**config.mk**
```make
export PLATFORM = sky130hd
export DESIGN_NAME = ps2_key_sequencer
export DESIGN_NICKNAME = d
export VERILOG_FILES = /design/src/rtl/ps2_key_sequencer.sv
export SDC_FILE = /design/constraint.sdc
export NUM_CORES = 1
export LEC_CHECK = 0
export CORE_UTILIZATION = 44
export DETAILED_ROUTE_END_ITERATION = 16
export PLACE_DENSITY = 0.71
export SYNTH_ARGS = -nofsm -noshare
export SYNTH_HDL_FRONTEND = slang
export SYNTH_SLANG_ARGS = --single-unit
```
**constraint.sdc**
```tcl
create_clock -name clk -period 3.25 [get_ports clk]
set_clock_uncertainty 0.2 [all_clocks]
set_input_delay 0.8125 -clock clk [delete_from_list [all_inputs] [get_ports clk]]
set_output_delay 0.8125 -clock clk [all_outputs]
set_load 0.005 [all_outputs]
```
**src/rtl/ps2_key_sequencer.sv**
```systemverilog
// ps2_key_sequencer: bus master for a ps2 register slave; turns received bytes into buffered key events
// Ports:
//   clk, reset                  clock, synchronous active-high reset
//   busRead/busWrite            one-cycle strobes to the slave
//   busAddress                  0 data, 1 status, 2 config; held until response or abort
//   busDataOut                  config write data (bit0 = ire)
//   busReadValid/busDataIn      slave read response
//   ps2Irq                      slave interrupt (USE_IRQ=1 only)
//   evValid/evData/evRead       event FIFO head {ext, brk, code}, pop strobe
//   overflow                    sticky dropped-event flag
//   parErrCount/timeoutCount    saturating error counters
//   clearErrs                   clears overflow and both counters
module ps2_key_sequencer #(
  parameter int USE_IRQ       = 0,
  parameter int POLL_INTERVAL = 256,
  parameter int TIMEOUT       = 16,
  parameter int DEPTH         = 8
) (
  input  logic        clk,
  input  logic        reset,
  output logic        busRead,
  output logic        busWrite,
  output logic [1:0]  busAddress,
  output logic [31:0] busDataOut,
  input  logic        busReadValid,
  input  logic [31:0] busDataIn,
  input  logic        ps2Irq,
  output logic        evValid,
  output logic [9:0]  evData,
  input  logic        evRead,
  output logic        overflow,
  output logic [7:0]  parErrCount,
  output logic [7:0]  timeoutCount,
  input  logic        clearErrs
);
  localparam int AW = $clog2(DEPTH);
  localparam int PW = $clog2(POLL_INTERVAL + 1);
  localparam int TW = $clog2(TIMEOUT + 1);
  typedef enum logic [2:0] {CFG, IDLE, RDSTAT, WSTAT, RDDATA, WDATA, DECODE} state_t;
  state_t state_q, state_d;
  logic [PW-1:0] poll_q, poll_d;
  logic [TW-1:0] tmo_q, tmo_d;
  logic [1:0] addr_q;
  logic [7:0] byte_q, byte_d;
  logic par_q, par_d, ext_q, ext_d, brk_q, brk_d;
  logic [9:0] mem_q [DEPTH];
  logic [AW-1:0] wp_q, rp_q;
  logic [AW:0] cnt_q;
  logic ovf_q;
  logic [7:0] perr_q, tcnt_q;
  logic poll_hit, tmo_hit, waiting, good, prefix, push, pop, full, accept, timeout, par_bad;
  logic unused_bits;
  assign unused_bits = ^busDataIn[31:9];
  assign poll_hit = poll_q == PW'(POLL_INTERVAL - 1);
  assign tmo_hit = tmo_q == TW'(TIMEOUT - 1);
  assign waiting = state_q == WSTAT || state_q == WDATA;
  assign good = ^{par_q, byte_q};
  assign prefix = byte_q == 8'hE0 || byte_q == 8'hF0;
  assign push = state_q == DECODE && good && !prefix;
  assign par_bad = state_q == DECODE && !good;
  assign pop = evRead && evValid;
  assign full = cnt_q == (AW+1)'(DEPTH);
  // a full FIFO still takes the push when the head leaves in the same cycle
  assign accept = push && (!full || pop);
  assign timeout = waiting && !busReadValid && tmo_hit;
  always_comb begin
    state_d = state_q;
    case (state_q)
      CFG:     state_d = IDLE;
      IDLE:    if (USE_IRQ != 0 ? ps2Irq : poll_hit) state_d = RDSTAT;
      RDSTAT:  state_d = WSTAT;
      WSTAT:   if (busReadValid) state_d = busDataIn[0] ? RDDATA : IDLE;
               else if (tmo_hit) state_d = IDLE;
      RDDATA:  state_d = WDATA;
      WDATA:   if (busReadValid) state_d = DECODE;
               else if (tmo_hit) state_d = IDLE;
      DECODE:  state_d = IDLE;
      default: state_d = CFG;
    endcase
  end
  // poll counter runs in every state so polls are POLL_INTERVAL apart; it parks at the limit until IDLE consumes it
  assign poll_d = USE_IRQ != 0 ? '0 : (state_q == IDLE && poll_hit) ? '0 : poll_hit ? poll_q : poll_q + PW'(1);
  assign tmo_d = !waiting ? '0 : tmo_hit ? tmo_q : tmo_q + TW'(1);
  assign byte_d = (state_q == WDATA && busReadValid) ? busDataIn[7:0] : byte_q;
  assign par_d = (state_q == WDATA && busReadValid) ? busDataIn[8] : par_q;
  // prefixes accumulate; any other good byte, or any bad byte, clears both
  assign ext_d = state_q != DECODE ? ext_q : good && (byte_q == 8'hE0 || (byte_q == 8'hF0 && ext_q));
  assign brk_d = state_q != DECODE ? brk_q : good && (byte_q == 8'hF0 || (byte_q == 8'hE0 && brk_q));
  assign busWrite = !reset && state_q == CFG;
  assign busRead = !reset && (state_q == RDSTAT || state_q == RDDATA);
  assign busAddress = reset ? 2'd0 : state_q == CFG ? 2'd2 : state_q == RDSTAT ? 2'd1 : state_q == RDDATA ? 2'd0 : addr_q;
  assign busDataOut = busWrite ? {31'd0, USE_IRQ != 0} : 32'd0;
  assign evValid = cnt_q != '0;
  assign evData = mem_q[rp_q];
  assign overflow = ovf_q;
  assign parErrCount = perr_q;
  assign timeoutCount = tcnt_q;
  always_ff @(posedge clk) begin
    if (reset) begin
      state_q <= CFG;
      poll_q <= '0;
      tmo_q <= '0;
      addr_q <= 2'd0;
      byte_q <= 8'd0;
      par_q <= 1'b0;
      ext_q <= 1'b0;
      brk_q <= 1'b0;
      wp_q <= '0;
      rp_q <= '0;
      cnt_q <= '0;
      ovf_q <= 1'b0;
      perr_q <= 8'd0;
      tcnt_q <= 8'd0;
    end else begin
      state_q <= state_d;
      poll_q <= poll_d;
      tmo_q <= tmo_d;
      addr_q <= busAddress;
      byte_q <= byte_d;
      par_q <= par_d;
      ext_q <= ext_d;
      brk_q <= brk_d;
      wp_q <= wp_q + AW'(accept);
      rp_q <= rp_q + AW'(pop);
      cnt_q <= cnt_q + (AW+1)'(accept) - (AW+1)'(pop);
      ovf_q <= clearErrs ? 1'b0 : ovf_q | (push && !accept);
      perr_q <= clearErrs ? 8'd0 : perr_q + 8'(par_bad && perr_q != 8'hFF);
      tcnt_q <= clearErrs ? 8'd0 : tcnt_q + 8'(timeout && tcnt_q != 8'hFF);
    end
  end
  always_ff @(posedge clk) begin
    if (accept) mem_q[wp_q] <= {ext_q, brk_q, byte_q};
  end
endmodule

```
==> results of run 1 <==
-- registers in the layout, summed over array words and instances (netlist names) --
register	count
mem_q	80
poll_q	9
byte_q	8
parErrCount	8
timeoutCount	8
tmo_q	5
cnt_q	4
rp_q	3
state_q	3
wp_q	3
addr_q	2
brk_q	1
ext_q	1
overflow	1
par_q	1
-- tightest hold or removal path: stages, from the launching register on --
cell and delay [ps]:
dfxtp_1 310, nand2_1 50, a21oi_1 50
-- logic make-up after synthesis --
family / Yosys count
XOR/XNOR: 28
AND/OR/NAND/NOR: 146
AO/OA/AOI/OAI: 34
buffers and inverters: 64
adder cells (fa/ha/maj): 23
multiplexers: 33
other: 1
flip-flops: 137
-- power groups by stage --
stage / Clock [uW] / Sequential, uW / Combinational [uW]
after floorplan: 0 / 1910 / 574
after global placement: 0 / 1920 / 823
after detailed placement: 0 / 1930 / 830
after CTS: 1890 / 1900 / 853
after global routing: 1980 / 1910 / 991
final: 1870 / 1910 / 906
-- routing by layer --
metal	vias up	routed length (um)	GRT usage
met5	-	0	0
met2	95	5710	0.287
met3	15	574	0.0474
met4	0	170	0.0649
li1	1754	-	-
met1	1711	4790	0.209
-- what timing repair did --
action / in CTS / in global routing
gates cloned: 1 / 1
setup buffers: 0 / 7
gates resized for setup: 6 / 9
endpoints found under the setup margin: 10 / 8
-- path summary, 6_finish.rpt --
kind	start	to	slack (ps)
max reg2reg	byte_q[4]	cnt_q[2]	300
max	rp_q[0]	evData[5]	100
min	par_q	par_q	260
min reg2reg	par_q	par_q	260
-- cell usage in the layout (no fill, tap or decap), types with 4 or more instances in the layout --
cell / synthesis / final
nand2b_1: 5 / 5
xnor2_1: 11 / 11
mux2_2: 10 / 10
nor3_1: 8 / 8
a21oi_1: 17 / 17
xor2_1: 14 / 14
dfxtp_1: 57 / 54
mux4_2: 20 / 20
buf_4: 33 / 22
clkdlybuf4s50_1: 0 / 35
edfxtp_1: 80 / 80
clkbuf_16: 0 / 21
clkinv_4: 0 / 5
nor2_1: 44 / 44
nor2b_1: 9 / 9
and2_1: 5 / 5
o21ai_0: 5 / 5
ha_1: 22 / 22
conb_1: 1 / 32
dlymetal6s2s_1: 0 / 7
nand2_1: 34 / 34
and3_1: 4 / 4
nand3_1: 12 / 12
inv_1: 15 / 15
-- layout make-up --
cell class                      count  area [um2]  area share
Tap cell                          176         220      0.0299
Clock inverter                     10        77.6      0.0105
Timing Repair Buffer               70         702      0.0952
Inverter                           15        56.3     0.00763
Clock buffer                       22         518      0.0702
Sequential cell                   137        3550       0.481
Multi-Input combinational cell    296        2250       0.305
-- stage by stage --
stage	instances	worst slack [ps]	hold slack, ps	total power [uW]
floorplan	497	271	237	2490
global route	726	27.7	281	4880
finish	726	98.9	265	4680
CTS	718	0.967	268	4650
global placement	685	160	254	2750
detailed placement	685	142	253	2760
==> flow_summary.ini, run 1 <==
[critical_path]
path_cells = clkbuf_16 > buf_4 > mux4_2 > mux2_2 > dlygate4sd2_1
start_kind = flop
arrival_ps = 2140
rr_worst_depth = 10
path_depth = 5
path_max_fanout = 5
worstPathRequired_ps = 2240
crit_family = multiplexers
path_class = flop to primary output
endpoint_kind = primary output
path_buf_inv = 3
cp_slowest_cell = mux4_2
cpPeakStageDelay_ps = 490

[sta]
maxSlewHeadroom = 0.574
tightestPinTransition_ps = 638
hold_viol = 0
drv_slew = 0
setup_viol = 0
final.period_utilization = 0.970
fmax_ghz = 0.317
min_period_ps = 3150
final.setup.tns_ps = 0
rsz0062_at_grt = false

[global_route]
track_usage = 0.171
grt_max_degree = 26
grt_pass1_vias = 3648
antenna_found_initial = 0
grt_overflow = 0
grt_pass1_wl_um = 18300

[layout]
drive_gt1_frac = 0.185
antenna_cells = 0
utilization = 0.553
area_growth_pct = 22.0
design_area_mm2 = 0.00738
fin_nets = 598
num-fill-cells = 1127

[place]
placed_area_mm2 = 0.00666
dp_hpwl_um = 7310
gp_congestion = 0.716
port_buffers = 45

[clock_tree]
cts_max_path_buffers = 2
path_clk_slew_ps = 60
htreeDepth = 4
clk_latency_ps = 410
cts_hold_buf = 0
cts_buffers = 17
cts_tree = yes
root_buffer = clkbuf_16
cts_num_sinks = 137

[min_path]
hold_class = flop to flop
worstHoldPathCells = 2

[logic_synthesis]
synth_edf_count = 80
yosysTopAreaCellShare = 0.397
yosys_warnings = 0
syn_area_per_cell_um2 = 13.0
synth-async-reset-ratio = 0
synth_ff_type = edfxtp_1
synthMuxAreaShare = 0.0981
synth_cell_types = 51
synth_area_mm2 = 0.00605
synth_seq_cells = 137
synth_area_leader_cell = edfxtp_1
synth_most_common_cell = edfxtp_1
synth-simple-area-share = 0.123
ys_top_cells_by_count = 80 x edfxtp_1, 57 x dfxtp_1, 44 x nor2_1
synthCells = 466
synth_compound_area_frac = 0.0335
synth_top_family_by_area = simple AND/OR/NAND/NOR gates
synth_fa_ha_area_frac = 0.0488
yosys-top-cells-area = edfxtp_1 40%, dfxtp_1 19%, mux4_2 7.4%
synth-xor-area-share = 0.0492
ys_seq_area_frac = 0.586

[detailed_routing]
drc = 0
routedWlPerCell_um = 15.5
ant_nets = 0
routed_wl_um = 11300
drtPass1Iterations = 4
num_vias = 3575
avgViaCountPerCell = 4.92
first_iter_violations = 150

[power_and_ir_drop]
p_clk_frac = 0.399
power.leakage_uw = 0.00263
internal_power_uw = 3570
vdd.ir_drop.worst_uv = 247
power.density_mw_per_mm2 = 635
power_switching_uw = 1110
p_sw_frac = 0.237
comb_power_share = 0.194
pwr-share-seq = 0.407

[die]
boundaryPins = 102
die_area_mm2 = 0.0142
fp.dieW_um = 119
die_h_um = 119
core-area_mm2 = 0.0133
initial_utilization = 0.453
placementRows = 42

[run_status]
status = finished clean

[run]
drv_cap = 0
Power figures use the tool's default switching activity.
==> run 2: changes to the inputs <==
--- a/config.mk
+++ b/config.mk
@@ -6,6 +6,7 @@
 export NUM_CORES = 1
 export LEC_CHECK = 0
 export CORE_UTILIZATION = 44
+export CTS_BUF_LIST = sky130_fd_sc_hd__clkbuf_2 sky130_fd_sc_hd__clkbuf_4 sky130_fd_sc_hd__clkbuf_8
 export DETAILED_ROUTE_END_ITERATION = 16
 export PLACE_DENSITY = 0.71
 export SYNTH_ARGS = -nofsm -noshare
==> run 2 against run 1 <==
Net effect:
- cell area fell by 3.7%
- critical endpoint is now busAddress[1]
- count of clock-buffer cells in the layout fell by 3
- critical path type is now primary input to primary output
- highest routed layer unchanged
- sequential power barely moved
==> flow_summary.ini, run 2 (synthesis gave the netlist of run 1 again) <==
[sta]
min_period_ps = 3090
fmax_ghz = 0.323
drv_slew = 0
setup_viol = 0
hold_viol = 0
rsz0062_at_grt = false
final.period_utilization = 0.952
maxSlewHeadroom = 0.566
final.setup.tns_ps = 0
tightestPinTransition_ps = 650

[die]
die_area_mm2 = 0.0142
core-area_mm2 = 0.0133
initial_utilization = 0.453
die_h_um = 119
boundaryPins = 102
fp.dieW_um = 119
placementRows = 42

[place]
gp_congestion = 0.716
port_buffers = 45
dp_hpwl_um = 7310

[layout]
drive_gt1_frac = 0.175
multi_input_area_mm2 = 0.00225
ff_latch_area_mm2 = 0.00355
final_common_cell = edfxtp_1
mostFrequentLayoutCells = 80 x edfxtp_1, 54 x dfxtp_1, 44 x nor2_1
largest_reg_flops = 80
num-fill-cells = 1180
antenna_cells = 0
top_register = mem_q
fin_nets = 590
area_growth_pct = 17.4
utilization = 0.532
reg_top3 = mem_q: 80 flops, poll_q: 9 flops

[detailed_routing]
first_iter_violations = 194
num_vias = 3539
avgViaCountPerCell = 4.93
routed_wl_um = 10900
drtPass1Iterations = 6
routedWlPerCell_um = 15.1
ant_nets = 0
drc = 0

[clock_tree]
cts_num_sinks = 137
cts_max_path_buffers = 2
root_buffer = clkbuf_8
cts_post_setup_buffers_inserted = 0
path_clk_slew_ps = 70
clk_latency_ps = 430
htreeDepth = 4
cts_hold_buf = 0
cts_buffers = 17
cts_tree = yes

[critical_path]
path_depth = 4
rr_worst_depth = 10
cpPeakStageDelay_ps = 510
cp_slowest_cell = clkdlybuf4s50_1
path_max_fanout = 5
crit_top_cell = clkdlybuf4s50_1
path_buf_inv = 3
rrSetupSlack_ps = 320
path_cells = clkdlybuf4s50_1 > buf_4 > nor2_1 > clkdlybuf4s50_1
arrival_ps = 2080
start_kind = primary input
crit_family = buffers and inverters
regToRegEndpoint = cnt_q[2]
worstPathRequired_ps = 2240
r2r_start = byte_q[4]
endpoint_kind = primary output
path_class = primary input to primary output

[global_route]
grt_overflow = 0
antenna_found_initial = 0
track_usage = 0.169
grt_pass1_wl_um = 18100
grt_pass1_vias = 3637
grt_max_degree = 26

[run_status]
status = finished clean

[min_path]
worstHoldPathCells = 2
min_from = overflow
hold_class = flop to flop
hold_path_end = overflow

[run]
drv_cap = 0

[power_and_ir_drop]
power.density_mw_per_mm2 = 585
vdd.ir_drop.worst_uv = 244
power.leakage_uw = 0.00245
-- run 2: cell types whose count changed in the layout (fill, tap and decap cells not counted) --
cell            previous run  this run
clkbuf_1                   1         0
dlygate4sd2_1              3        10
buf_4                     22        15
bufinv_16                  0         3
dlymetal6s2s_1             7         0
clkbuf_8                   1        18
clkbuf_4                   0         1
clkbuf_16                 21         0
-- run 2: worst register-to-register path: stages, from the launching register on --
cell     delay, ps
dfxtp_1        530
inv_1           80
ha_1           370
xnor2_4        170
xnor2_4        350
and2_2         210
mux2i_1         70
ha_1           210
fa_1           380
xnor2_1        190
nor2_1          50
-- run 2: layout make-up --
type,instances,area share
Clock buffer,19,0.0360
Clock inverter,13,0.0236
Inverter,15,0.00793
Multi-Input combinational cell,296,0.317
Sequential cell,137,0.500
Tap cell,176,0.0310
Timing Repair Buffer,62,0.0842
-- run 2: where the power goes --
group          internal (uW)  switching [uW]  total, uW  leakage (uW)
Sequential              1860            42.2       1900       0.00111
Combinational            480             317        797       0.00112
Clock                    796             656       1450      0.000218
Total                   3140            1010       4150       0.00245
-- run 2: per-stage QoR --
stage | cells | area [um2] | setup slack, ps | total power (uW) | hold slack (ps)
finish | 718 | 7100 | 157 | 4150 | 269
global route | 718 | 7100 | 63.0 | 4350 | 284
CTS | 718 | 7100 | 85.6 | 4200 | 271
detailed placement | 685 | 6660 | 142 | 2760 | 253
global placement | 685 | 6660 | 160 | 2750 | 254
floorplan | 497 | 6160 | 271 | 2490 | 237
-- run 2: worst max-delay path by stage --
stage / startpoint / end / slack, ps
CTS: state_q[1] / busAddress[1] / 90
global route: reset / busAddress[1] / 60
finish: reset / busAddress[1] / 160
detailed placement: reset / busAddress[1] / 140
global placement: reset / busAddress[1] / 160
floorplan: byte_q[2] / mem_q[1][0] / 270
-- run 2: repair_timing --
| action | 4_1_cts | 5_1_grt |
|---|---|---|
| gates cloned | 1 | 0 |
| endpoints found under the hold margin | 0 | 0 |
| setup endpoints to repair | 10 | 1 |
| pin swaps | 0 | 0 |
| resized for setup | 13 | 2 |
-- run 2: routing by layer --
metal | share of wire | track usage | vias up
met5 | 0 | 0 | -
met2 | 0.51 | 0.282 | 96
met3 | 0.048 | 0.0421 | 8
li1 | - | - | 1738
met1 | 0.44 | 0.209 | 1697
met4 | 0.0089 | 0.0657 | 0
==> run 3: changes to the inputs <==
--- a/config.mk
+++ b/config.mk
@@ -5,6 +5,7 @@
 export SDC_FILE = /design/constraint.sdc
 export NUM_CORES = 1
 export LEC_CHECK = 0
+export CORE_MARGIN = 1.5
 export CORE_UTILIZATION = 44
 export CTS_BUF_LIST = sky130_fd_sc_hd__clkbuf_2 sky130_fd_sc_hd__clkbuf_4 sky130_fd_sc_hd__clkbuf_8
 export DETAILED_ROUTE_END_ITERATION = 16
==> run 3 against run 2 <==
Net effect:
- sequential share of layout area decreased by 0.31 points
- final cell count up 0.42%
- largest cell class unchanged
- die area rose by 1.7%
- combinational power is 5.5% higher
- count of clock-buffer cells in the layout unchanged
==> flow_summary.ini, run 3 (synthesis gave the netlist of run 1 again) <==
[critical_path]
start_kind = flop
r2r_start = byte_q[4]
rrSetupSlack_ps = 340
worstPathRequired_ps = 2240
path_max_fanout = 4
arrival_ps = 2140
path_class = flop to primary output
regToRegEndpoint = cnt_q[2]
endpoint_kind = primary output
rr_worst_depth = 10

[layout]
utilization = 0.535
num-fill-cells = 1132
largest_reg_flops = 80
fin_nets = 593
mostFrequentLayoutCells = 80 x edfxtp_1, 55 x dfxtp_1, 44 x nor2_1
drive_gt1_frac = 0.178
top_register = mem_q
fin_cells = 721
antenna_cells = 0
reg_top3 = mem_q: 80 flops, poll_q: 9 flops
area_growth_pct = 18.1
final_common_cell = edfxtp_1

[detailed_routing]
num_vias = 3606
met1Wirelength_um = 4710
wl_met3_um = 479
ant_nets = 0
routed_wl_um = 11000
first_iter_violations = 277
routed.top_layer = met4
drtPass1Iterations = 4
avgViaCountPerCell = 5.00
routedWlPerCell_um = 15.3
drc = 0
wl_met2_um = 5560

[sta]
layout_setup_ws_ps = 94.4
final.period_utilization = 0.971
fmax_ghz = 0.317
tightestPinTransition_ps = 684
drv_slew = 0
setup_viol = 0
min_period_ps = 3160
maxSlewHeadroom = 0.543
final.setup.tns_ps = 0
rsz0062_at_grt = false
hold_viol = 0

[global_route]
grt_overflow = 0
track_usage = 0.163
grt_max_degree = 30
antenna_found_initial = 0
grt_pass1_vias = 3591
grt_pass1_wl_um = 17700

[die]
fp.dieW_um = 120
core-area_mm2 = 0.0133
placementRows = 42
die_h_um = 120
die_area_mm2 = 0.0145
initial_utilization = 0.453
boundaryPins = 102

[power_and_ir_drop]
power_switching_uw = 1020
vdd.ir_drop.worst_uv = 261
power.density_mw_per_mm2 = 595
comb_power_share = 0.198
internal_power_uw = 3230
power.leakage_uw = 0.00247
pwr-share-seq = 0.447
p_clk_frac = 0.355
p_sw_frac = 0.241

[place]
port_buffers = 45
pre_cts_slack_ps = 135
dpl.cell_count = 685
dp_hpwl_um = 7200
gp_congestion = 0.771

[clock_tree]
clk_latency_ps = 430
cts_hold_buf = 0
cts_max_path_buffers = 2
path_clk_slew_ps = 70
cts_buffers = 17
cts_tree = yes
root_buffer = clkbuf_8
htreeDepth = 4
cts_num_sinks = 137

[min_path]
worstHoldPathCells = 2
hold_class = flop to flop
min_from = par_q
hold_path_end = par_q

[run_status]
status = finished clean

[run]
drv_cap = 0
run 3: cell count changes in the layout (fill, tap and decap cells not counted), sizes merged:
cell,delta
dlygate4sd2,-1
buf,+3
clkdlybuf4s50,+1
bufinv,+1
clkinvlp,+2
clkinv,-3
run 3: power groups by stage:
stage	Clock [uW]	Combinational [uW]	Sequential [uW]
floorplan	0	574	1910
global placement	0	829	1920
detailed placement	0	849	1920
CTS	1540	845	1900
global route	1620	933	1900
finish	1510	841	1900
run 3: critical path: stages, from the launching register on:
cell             delay [ps]
dfxtp_4                 400
buf_16                  120
mux4_2                  490
mux2_2                  270
clkdlybuf4s50_1         440
run 3: final cells by class:
| class | instances | area [um2] | area share |
|---|---|---|---|
| Tap cell | 176 | 220 | 0.0308 |
| Inverter | 15 | 56.3 | 0.00789 |
| Timing Repair Buffer | 65 | 622 | 0.0871 |
| Sequential cell | 137 | 3550 | 0.497 |
| Multi-Input combinational cell | 296 | 2250 | 0.315 |
| Clock buffer | 19 | 249 | 0.0349 |
| Clock inverter | 13 | 193 | 0.0270 |
run 3: per-stage QoR:
step / hold WS, ps / cell area, um2 / total power (uW)
2_1_floorplan: 237 / 6160 / 2490
3_3_place_gp: 246 / 6660 / 2750
3_5_place_dp: 253 / 6660 / 2770
4_1_cts: 264 / 7120 / 4280
5_1_grt: 310 / 7140 / 4460
6_report: 264 / 7140 / 4250
run 3: how the worst max path moves through the flow:
stage,slack [ps],start,cells past startpoint,end
2_1_floorplan,270,byte_q[2],6,mem_q[1][0]
3_3_place_gp,220,reset,3,busWrite
5_1_grt,20,rp_q[0],5,evData[2]
3_5_place_dp,130,reset,3,busRead
4_1_cts,4,rp_q[0],4,evData[6]
6_report,90,rp_q[0],4,evData[6]
run 3: repair_timing:
item	CTS	global route
setup endpoints to repair	10	2
resized for setup	12	1
cloned	1	0
endpoints found under the hold margin	0	0
buffers inserted	1	2
run 3: metal layers:
metal / GRT usage / vias up
met5: 0 / -
met4: 0.0699 / 0
met1: 0.197 / 1764
li1: - / 1735
met3: 0.0458 / 19
met2: 0.273 / 88
